`src/rtl/accel_display_sequencer.sv`:
```
// accel_display_sequencer: shows one accelerometer axis as sign plus BCD on six seg7 digit codes
module accel_display_sequencer #(
  parameter int DATA_W       = 10,
  parameter int DWELL_CYCLES = 50_000_000
) (
  input  logic              clk,
  input  logic              rst_n,
  input  logic              sample_valid,
  input  logic [DATA_W-1:0] x_data,
  input  logic [DATA_W-1:0] y_data,
  input  logic [DATA_W-1:0] z_data,
  input  logic              auto_en,
  input  logic              axis_next,
  output logic [23:0]       disp_codes,
  output logic              neg,
  output logic [1:0]        axis,
  output logic              disp_valid,
  output logic              busy
);
  localparam int CW  = $clog2(DATA_W + 1);
  localparam int DWW = $clog2(DWELL_CYCLES);
  typedef enum logic [1:0] {IDLE, LOAD, CONV, COMMIT} state_t;
  state_t            state;
  logic [DATA_W-1:0] sx, sy, sz, val, mag;
  logic [14:0]       bcd;
  logic [11:0]       adj;
  logic [CW-1:0]     cnt;
  logic [DWW-1:0]    dwell;
  logic [1:0]        sel, axis_r;
  logic              pend, neg_r, expire, adv, z3, z2, z1;
  logic [3:0]        d3;
  assign expire = auto_en && dwell == DWW'(DWELL_CYCLES - 1);
  assign adv    = axis_next || expire;
  assign val    = sel == 2'd0 ? sx : sel == 2'd1 ? sy : sz;
  assign busy   = state != IDLE;
  // The thousands digit never exceeds 4 for |value| <= 4096, so it needs no add-3 step.
  for (genvar i = 0; i < 3; i++) begin : g_adj
    assign adj[4*i+3:4*i] = bcd[4*i+3:4*i] >= 4'd5 ? bcd[4*i+3:4*i] + 4'd3 : bcd[4*i+3:4*i];
  end
  assign d3 = {1'b0, bcd[14:12]};
  assign z3 = d3 == 4'd0;
  assign z2 = z3 && bcd[11:8] == 4'd0;
  assign z1 = z2 && bcd[7:4] == 4'd0;
  always_ff @(posedge clk or negedge rst_n) begin
    if (!rst_n) begin
      state      <= IDLE;
      sx         <= '0;
      sy         <= '0;
      sz         <= '0;
      mag        <= '0;
      bcd        <= '0;
      cnt        <= '0;
      dwell      <= '0;
      sel        <= 2'd0;
      axis_r     <= 2'd0;
      pend       <= 1'b0;
      neg_r      <= 1'b0;
      disp_codes <= 24'hFFFFFF;
      neg        <= 1'b0;
      axis       <= 2'd0;
      disp_valid <= 1'b0;
    end else begin
      disp_valid <= 1'b0;
      if (sample_valid) begin
        sx <= x_data;
        sy <= y_data;
        sz <= z_data;
      end
      dwell <= (!auto_en || adv) ? '0 : dwell + 1'b1;
      if (adv) sel <= sel == 2'd2 ? 2'd0 : sel + 2'd1;
      if (state == LOAD) pend <= 1'b0;
      if (sample_valid || adv) pend <= 1'b1;
      case (state)
        IDLE: if (pend) state <= LOAD;
        LOAD: begin
          neg_r  <= val[DATA_W-1];
          mag    <= val[DATA_W-1] ? -val : val;
          bcd    <= '0;
          cnt    <= CW'(DATA_W);
          axis_r <= sel;
          state  <= CONV;
        end
        CONV: begin
          bcd <= {bcd[13:12], adj, mag[DATA_W-1]};
          mag <= {mag[DATA_W-2:0], 1'b0};
          cnt <= cnt - 1'b1;
          if (cnt == CW'(1)) state <= COMMIT;
        end
        default: begin
          disp_codes <= {4'hA + {2'b00, axis_r}, 4'hF, z3 ? 4'hF : d3, z2 ? 4'hF : bcd[11:8],
                         z1 ? 4'hF : bcd[7:4], bcd[3:0]};
          neg        <= neg_r;
          axis       <= axis_r;
          disp_valid <= 1'b1;
          state      <= IDLE;
        end
      endcase
    end
  end
endmodule

```
`config.mk`:
```
export PLATFORM = sky130hd
export DESIGN_NAME = accel_display_sequencer
export DESIGN_NICKNAME = d
export VERILOG_FILES = /design/src/rtl/accel_display_sequencer.sv
export SDC_FILE = /design/constraint.sdc
export NUM_CORES = 1
export LEC_CHECK = 0
export ABC_AREA = 1
export CAP_MARGIN = 20
export CORE_ASPECT_RATIO = 0.9
export CORE_MARGIN = 4
export CORE_UTILIZATION = 57
export CTS_CLUSTER_DIAMETER = 100
export DETAILED_ROUTE_END_ITERATION = 10
export GPL_TIMING_DRIVEN = 1
export PLACE_DENSITY = 0.8
export SYNTH_ARGS = -nofsm -noshare
export SYNTH_HDL_FRONTEND = slang
export SYNTH_SLANG_ARGS = --single-unit
```
`constraint.sdc`:
```
create_clock -name clk -period 2.5 [get_ports clk]
set_clock_uncertainty 0.1 [all_clocks]
set_input_delay 0.375 -clock clk [delete_from_list [all_inputs] [get_ports clk]]
set_output_delay 0.375 -clock clk [all_outputs]
set_load 0.02 [all_outputs]
```
### Word-level counts from Yosys, hierarchy flattened

Cells that the tools add are included.

| word-level totals | value |
|---|---|
| output and inout port bits | 29 |
| register bits | 117 |
| logic and storage cells | 72 |
| input bits | 35 |

| cells by class | value |
|---|---|
| $add $sub $neg | 8 |
| $lt $le $gt $ge | 3 |
| reduce and logical (&&, ||, !) cells | 17 |
| multiplexer cells | 20 |
| equality and inequality tests | 8 |

Operator list:

| cell | number |
|---|---|
| 10-bit two-way mux | 3 |
| 15-bit case mux with 2 select lines | 1 |
| 26-bit by 1-bit adder with 26-bit output, second input constant | 1 |
| 26-bit equality test, second input constant | 1 |
| 26-bit two-way mux | 1 |
| 4-bit two-way mux | 6 |
| 10-bit case mux with 2 select lines | 1 |
| 4-bit by 2-bit adder with 4-bit output, second input constant | 3 |
| 4-bit by 3-bit greater-or-equal comparator with 1-bit output, second input constant | 3 |
| 4-bit logical NOT | 3 |
| 10-bit negation | 1 |
| 4-bit case mux with 2 select lines | 1 |
| 2-bit two-way mux | 3 |
| 2-bit case mux with 3 select lines | 1 |
| 2-bit nonzero test | 3 |
| 4-bit by 2-bit adder with 4-bit output, first input constant | 1 |
| 2-bit by 1-bit equality test with 1-bit output, second input constant | 2 |
| 2-bit equality test, second input constant | 2 |
| 4-bit by 1-bit equality test with 1-bit output, second input constant | 1 |
| 2-bit logical NOT | 2 |
| 2-bit inequality test, second input constant | 2 |
| 4-bit by 1-bit subtractor with 4-bit output, second input constant | 1 |
| 1-bit logical AND | 3 |
| 1-bit logical OR | 3 |
| other kinds (5) | 7 |

### Logic depth before layout (Yosys ltp)

| logic depth | value |
|---|---|
| depth after elaboration | 6 |
| mapped depth | 13 |
| mapped depth without buffers | 12 |

### Worst setup path after synthesis

Ideal clock, no wire load.

| timing path | value |
|---|---|
| kind | register to register |
| from | register sel[1] |
| to | register mag[4] |
| setup slack | 642 ps |
| library setup time | 124 ps |
| buffers on the path | 1 |
| data required time | 2276 ps |
| stages on the path, launching flop included | 13 |
| clock period less this slack | 1858 ps |
| arrival | 1633 ps |
| cells stage by stage | dfrtp_1 > buf_6 > nor2_8 > nand2_1 > o211ai_1 > inv_1 > ha_1 > nand4_1 > nor2_1 > nor2_1 > nand2_1 > nand3_1 > nand3_1 |

| on the way | value |
|---|---|
| cells in the longest elaborated chain, start to end | 6 |
| elaborated cells between the ends (all ways) | 7 |
| classes of those cells | add/sub (1); eq/ne (1); mux (4); reduce/logical (1) |

RTL lines:

| element | line | RTL |
|---|---|---|
| start, declared | 29 | `logic [1:0] sel, axis_r;` |
| start signal, assigned | 70 | `if (adv) sel <= sel == 2'd2 ? 2'd0 : sel + 2'd1;` |
| 2-bit by 1-bit equality test with 1-bit output | 34 | `assign val = sel == 2'd0 ? sx : sel == 2'd1 ? sy : sz;` |
| 10-bit two-way mux | 34 |  |
| 10-bit two-way mux (*) | 34 |  |
| 10-bit negation | 77 | `mag <= val[DATA_W-1] ? -val : val;` |
| 10-bit two-way mux (*) | 77 |  |
| 10-bit case mux with 2 select lines (*) | 73 | `case (state)` |
| end signal, assigned | 77 |  |
| end signal, assigned | 85 | `mag <= {mag[DATA_W-2:0], 1'b0};` |
| end, declared | 24 | `logic [DATA_W-1:0] sx, sy, sz, val, mag;` |

Every way passes the cells marked *; elsewhere a longest branch is shown, timed or not.
A chain may end at the register's enable or synchronous reset.

### Final worst setup path

| timing path | value |
|---|---|
| from | register state[0] |
| to | output busy |

| on the way | value |
|---|---|
| cells in the longest elaborated chain, start to end | 1 |

RTL lines:

| element | line | RTL |
|---|---|---|
| start, declared | 23 | `state_t state;` |
| start signal, assigned | 46 | `state <= IDLE;` |
| start signal, assigned | 74 | `IDLE: if (pend) state <= LOAD;` |
| start signal, assigned | 81 | `state <= CONV;` |
| 2-bit nonzero test | 35 | `assign busy = state != IDLE;` |
| end, declared | 18 | `output logic busy` |

No other way between the ends.

==> results.sh <==
export IMPL_synth_area_per_cell_um2=8.91
export IMPL_grt_max_degree=43
export IMPL_antennaDiodeCount=0
export IMPL_pwr_density_cell_nw_per_um2=949
export IMPL_placed_cell_area_um2=6650
export IMPL_root_buffer="clkbuf_16"
export IMPL_cap_violations=0
export IMPL_clockBufferDepth=2
export IMPL_clk_pin_slew_ns=0.05
export IMPL_synth_top_family_by_area="simple AND/OR/NAND/NOR gates"
export IMPL_cts_sink_count=116
export IMPL_core_um2=10200
export IMPL_die_x_um=116
export IMPL_start_kind="register"
export IMPL_fillCellCount=806
export IMPL_syn_inst=670
export IMPL_tightest_slew_ns=0.559
export IMPL_drtIter0Drc=328
export IMPL_synth_area_leaders="dfrtp_1, dfstp_2, nand2_1"
export IMPL_htreeDepth=4
export IMPL_critical_path_cell_chain="inv_1 -> ha_1 -> inv_1 -> clkdlybuf4s50_1"
export IMPL_cp_common_cell="inv_1"
export IMPL_fin_crit_sh=0.929
export IMPL_hold_path_class="register to register"
export IMPL_grt_pass1_wl_um=22000
export IMPL_synth_top_area_frac=0.407
export IMPL_synth_flop_cell="dfrtp_1"
export IMPL_async_flop_share=1.00
export IMPL_die_y_um=105
export IMPL_critical_path_max_stage_delay_ns=0.62
export IMPL_yosys_area_share_simple=0.247
export IMPL_synth_xor_area_frac=0.0250
export IMPL_num_io_pins=64
export IMPL_fp_dieArea_um2=12200
export IMPL_p_total_mw=6.88
export IMPL_outcome="complete, no violations"
export IMPL_crit_arrival_ns=1.85
export IMPL_rsz0062_at_grt="no"
export IMPL_antenna_found_initial=0
export IMPL_synth_seq_cells=116
export IMPL_post_cts_buffers=0
export IMPL_final_setup_tns_ns=0
export IMPL_io_buffer_count=58
export IMPL_critical_path_class="register to output pin"
export IMPL_clk_insertion_delay_late_ns=0.42
export IMPL_critPathBufInv=3
export IMPL_grt_usage=0.226
export IMPL_final_util=0.707
export IMPL_multiInputGateArea_um2=2600
export IMPL_crit_family="buffers and inverters"
export IMPL_synthMuxAreaShare=0.0415
export IMPL_wl_um=12800
export IMPL_ys_seq_area_frac=0.490
export IMPL_yosysWarnings=0
export IMPL_synth_compound_area_frac=0.0860
export IMPL_setup_violations=0
export IMPL_nets=788
export IMPL_peakVddDrop_v=0.000696
export IMPL_yosys_area_top_type="dfrtp_1"
export IMPL_finalInstanceArea_um2=7250
export IMPL_critPathMaxFanout=4
export IMPL_vias=4736
export IMPL_drive_above_1_share=0.181
export IMPL_drc=0
export IMPL_initial_utilization=0.582
export IMPL_synth_edf_count=0
export IMPL_slew_violations=0
export IMPL_relSlewSlack=0.627
export IMPL_p_leak_nw=3.25
export IMPL_cts_buffers=17
export IMPL_core_rowCount=35
export IMPL_wl_per_cell_um=14.5
export IMPL_place_congestion=0.970
export IMPL_mappedNetlistArea_um2=5970
export IMPL_cts_tree="yes"
export IMPL_ant_nets=0
export IMPL_cp_slowest_cell="clkdlybuf4s50_1"
export IMPL_synth_distinct_cells=46
export IMPL_final_hold_violation_count=0
export IMPL_fmax_mhz=431
export IMPL_firstDrtPassIters=5
export IMPL_crit_path_end_kind="output pin"
export IMPL_required_ns=2.03
export IMPL_hpwl_um=9080
export IMPL_overflow=0
export IMPL_min_period_ns=2.32
export IMPL_synth_adder_area_share=0.0336
export IMPL_grt_pass1_vias=4782
export IMPL_viasPerCell=5.39
export IMPL_syn_to_final_growth_pct=21.5
export IMPL_seq_area_um2=2930
-- logic make-up after synthesis --
kind of cell | Yosys count
buffers and inverters | 102
xor gates and xnor gates | 17
DFF | 116
AOI/OAI and AO/OA | 88
adders and majority gates | 16
other | 1
muxes | 22
and+or+nand+nor | 308
-- repair_timing --
item                                   4_1_cts  5_1_grt
endpoints found under the hold margin       38        0
hold buffers                                 1        0
gates resized for setup                      0        0
setup endpoints to repair                    0        0
-- routing by layer --
| layer | track usage | vias to the layer above | wire length, um |
|---|---|---|---|
| li1 | - | 2316 | - |
| met1 | 0.298 | 2226 | 5630 |
| met2 | 0.348 | 170 | 6080 |
| met3 | 0.0631 | 24 | 822 |
| met4 | 0.0961 | 0 | 247 |
| met5 | 0 | - | 0 |
-- worst min-delay path: stages (launching register included) --
cell and delay (ns):
dfstp_2 0.36, nand2_1 0.05, nand2_1 0.04
-- stage by stage --
| stage | cells | setup WS (ns) | hold WS (ns) |
|---|---|---|---|
| after CTS | 879 | 0.185 | 0.365 |
| after global placement | 846 | 0.434 | 0.298 |
| final | 879 | 0.178 | 0.362 |
| after global routing | 879 | 0.105 | 0.378 |
| after detailed placement | 846 | 0.328 | 0.307 |
| after floorplan | 674 | 0.642 | -0.0206 |
-- cell type report --
cell class / count / area share
clock buffer: 23 / 0.0673
clock inverter: 9 / 0.0140
inverter: 79 / 0.0412
multi-input combinational: 456 / 0.359
sequential: 116 / 0.404
tap: 129 / 0.0223
timing repair buffer: 67 / 0.0929
-- cell usage after synthesis, types with 5 or more instances --
| library cell | count |
|---|---|
| buf_4 | 6 |
| nor2_2 | 24 |
| nor3_1 | 12 |
| nand2_2 | 7 |
| a21oi_1 | 10 |
| inv_1 | 73 |
| ha_1 | 16 |
| nand2_1 | 128 |
| mux2_2 | 22 |
| nor2_1 | 60 |
| xor2_1 | 13 |
| dfstp_2 | 19 |
| nand3_1 | 45 |
| dfrtp_1 | 97 |
| inv_2 | 5 |
| nand4_1 | 12 |
| o21ai_0 | 46 |
| clkbuf_1 | 13 |
| o22ai_1 | 9 |
| a31oi_1 | 9 |
-- worst paths after layout --
path                                                  from                         end  slack (ns)  cells after the start
worst min-delay path            disp_codes[22]$_DFFE_PN1P_  disp_codes[22]$_DFFE_PN1P_        0.36                      2
max in group asynchronous                            rst_n   disp_codes[4]$_DFFE_PN1P_        1.27                      3
worst max register to register          sel[1]$_DFFE_PN0P_          mag[8]$_DFFE_PN0P_        0.31                     13
worst min register to register  disp_codes[22]$_DFFE_PN1P_  disp_codes[22]$_DFFE_PN1P_        0.36                      2
worst max-delay path                  state[0]$_DFFE_PN0P_                        busy        0.18                      4
min in group asynchronous                            rst_n          bcd[0]$_DFFE_PN0P_        0.40                      2
-- cell usage in the layout, fill, tap and decap left out, types with 7 or more instances in the layout --
master             n
nand2_1          128
dfrtp_1           97
inv_1             73
nor2_1            60
clkdlybuf4s50_1   57
o21ai_0           46
nand3_1           45
nor2_2            24
mux2_2            22
dfstp_2           19
clkbuf_16         17
ha_1              16
xor2_1            13
nor3_1            12
nand4_1           12
a21oi_1           10
a31oi_1            9
o22ai_1            9
nand2_2            7
buf_4              7
-- report_power, final --
group	internal (mW)	switching, mW	leakage, nW
logic	0.748	1.37	1.52
registers	2.19	0.192	1.45
clock network	1.56	0.821	0.293
total	4.50	2.38	3.25
-- state kept, by name, summed over array words and instances, names as in the netlist --
signal and count:
cnt 4, disp_codes 19, axis 2, mag 10, pend 1, neg 1
sy 10, sz 10, bcd 15, dwell 26, sx 10, sel 2
state 2, disp_valid 1, neg_r 1, axis_r 2
Power figures use the tool's default switching activity.
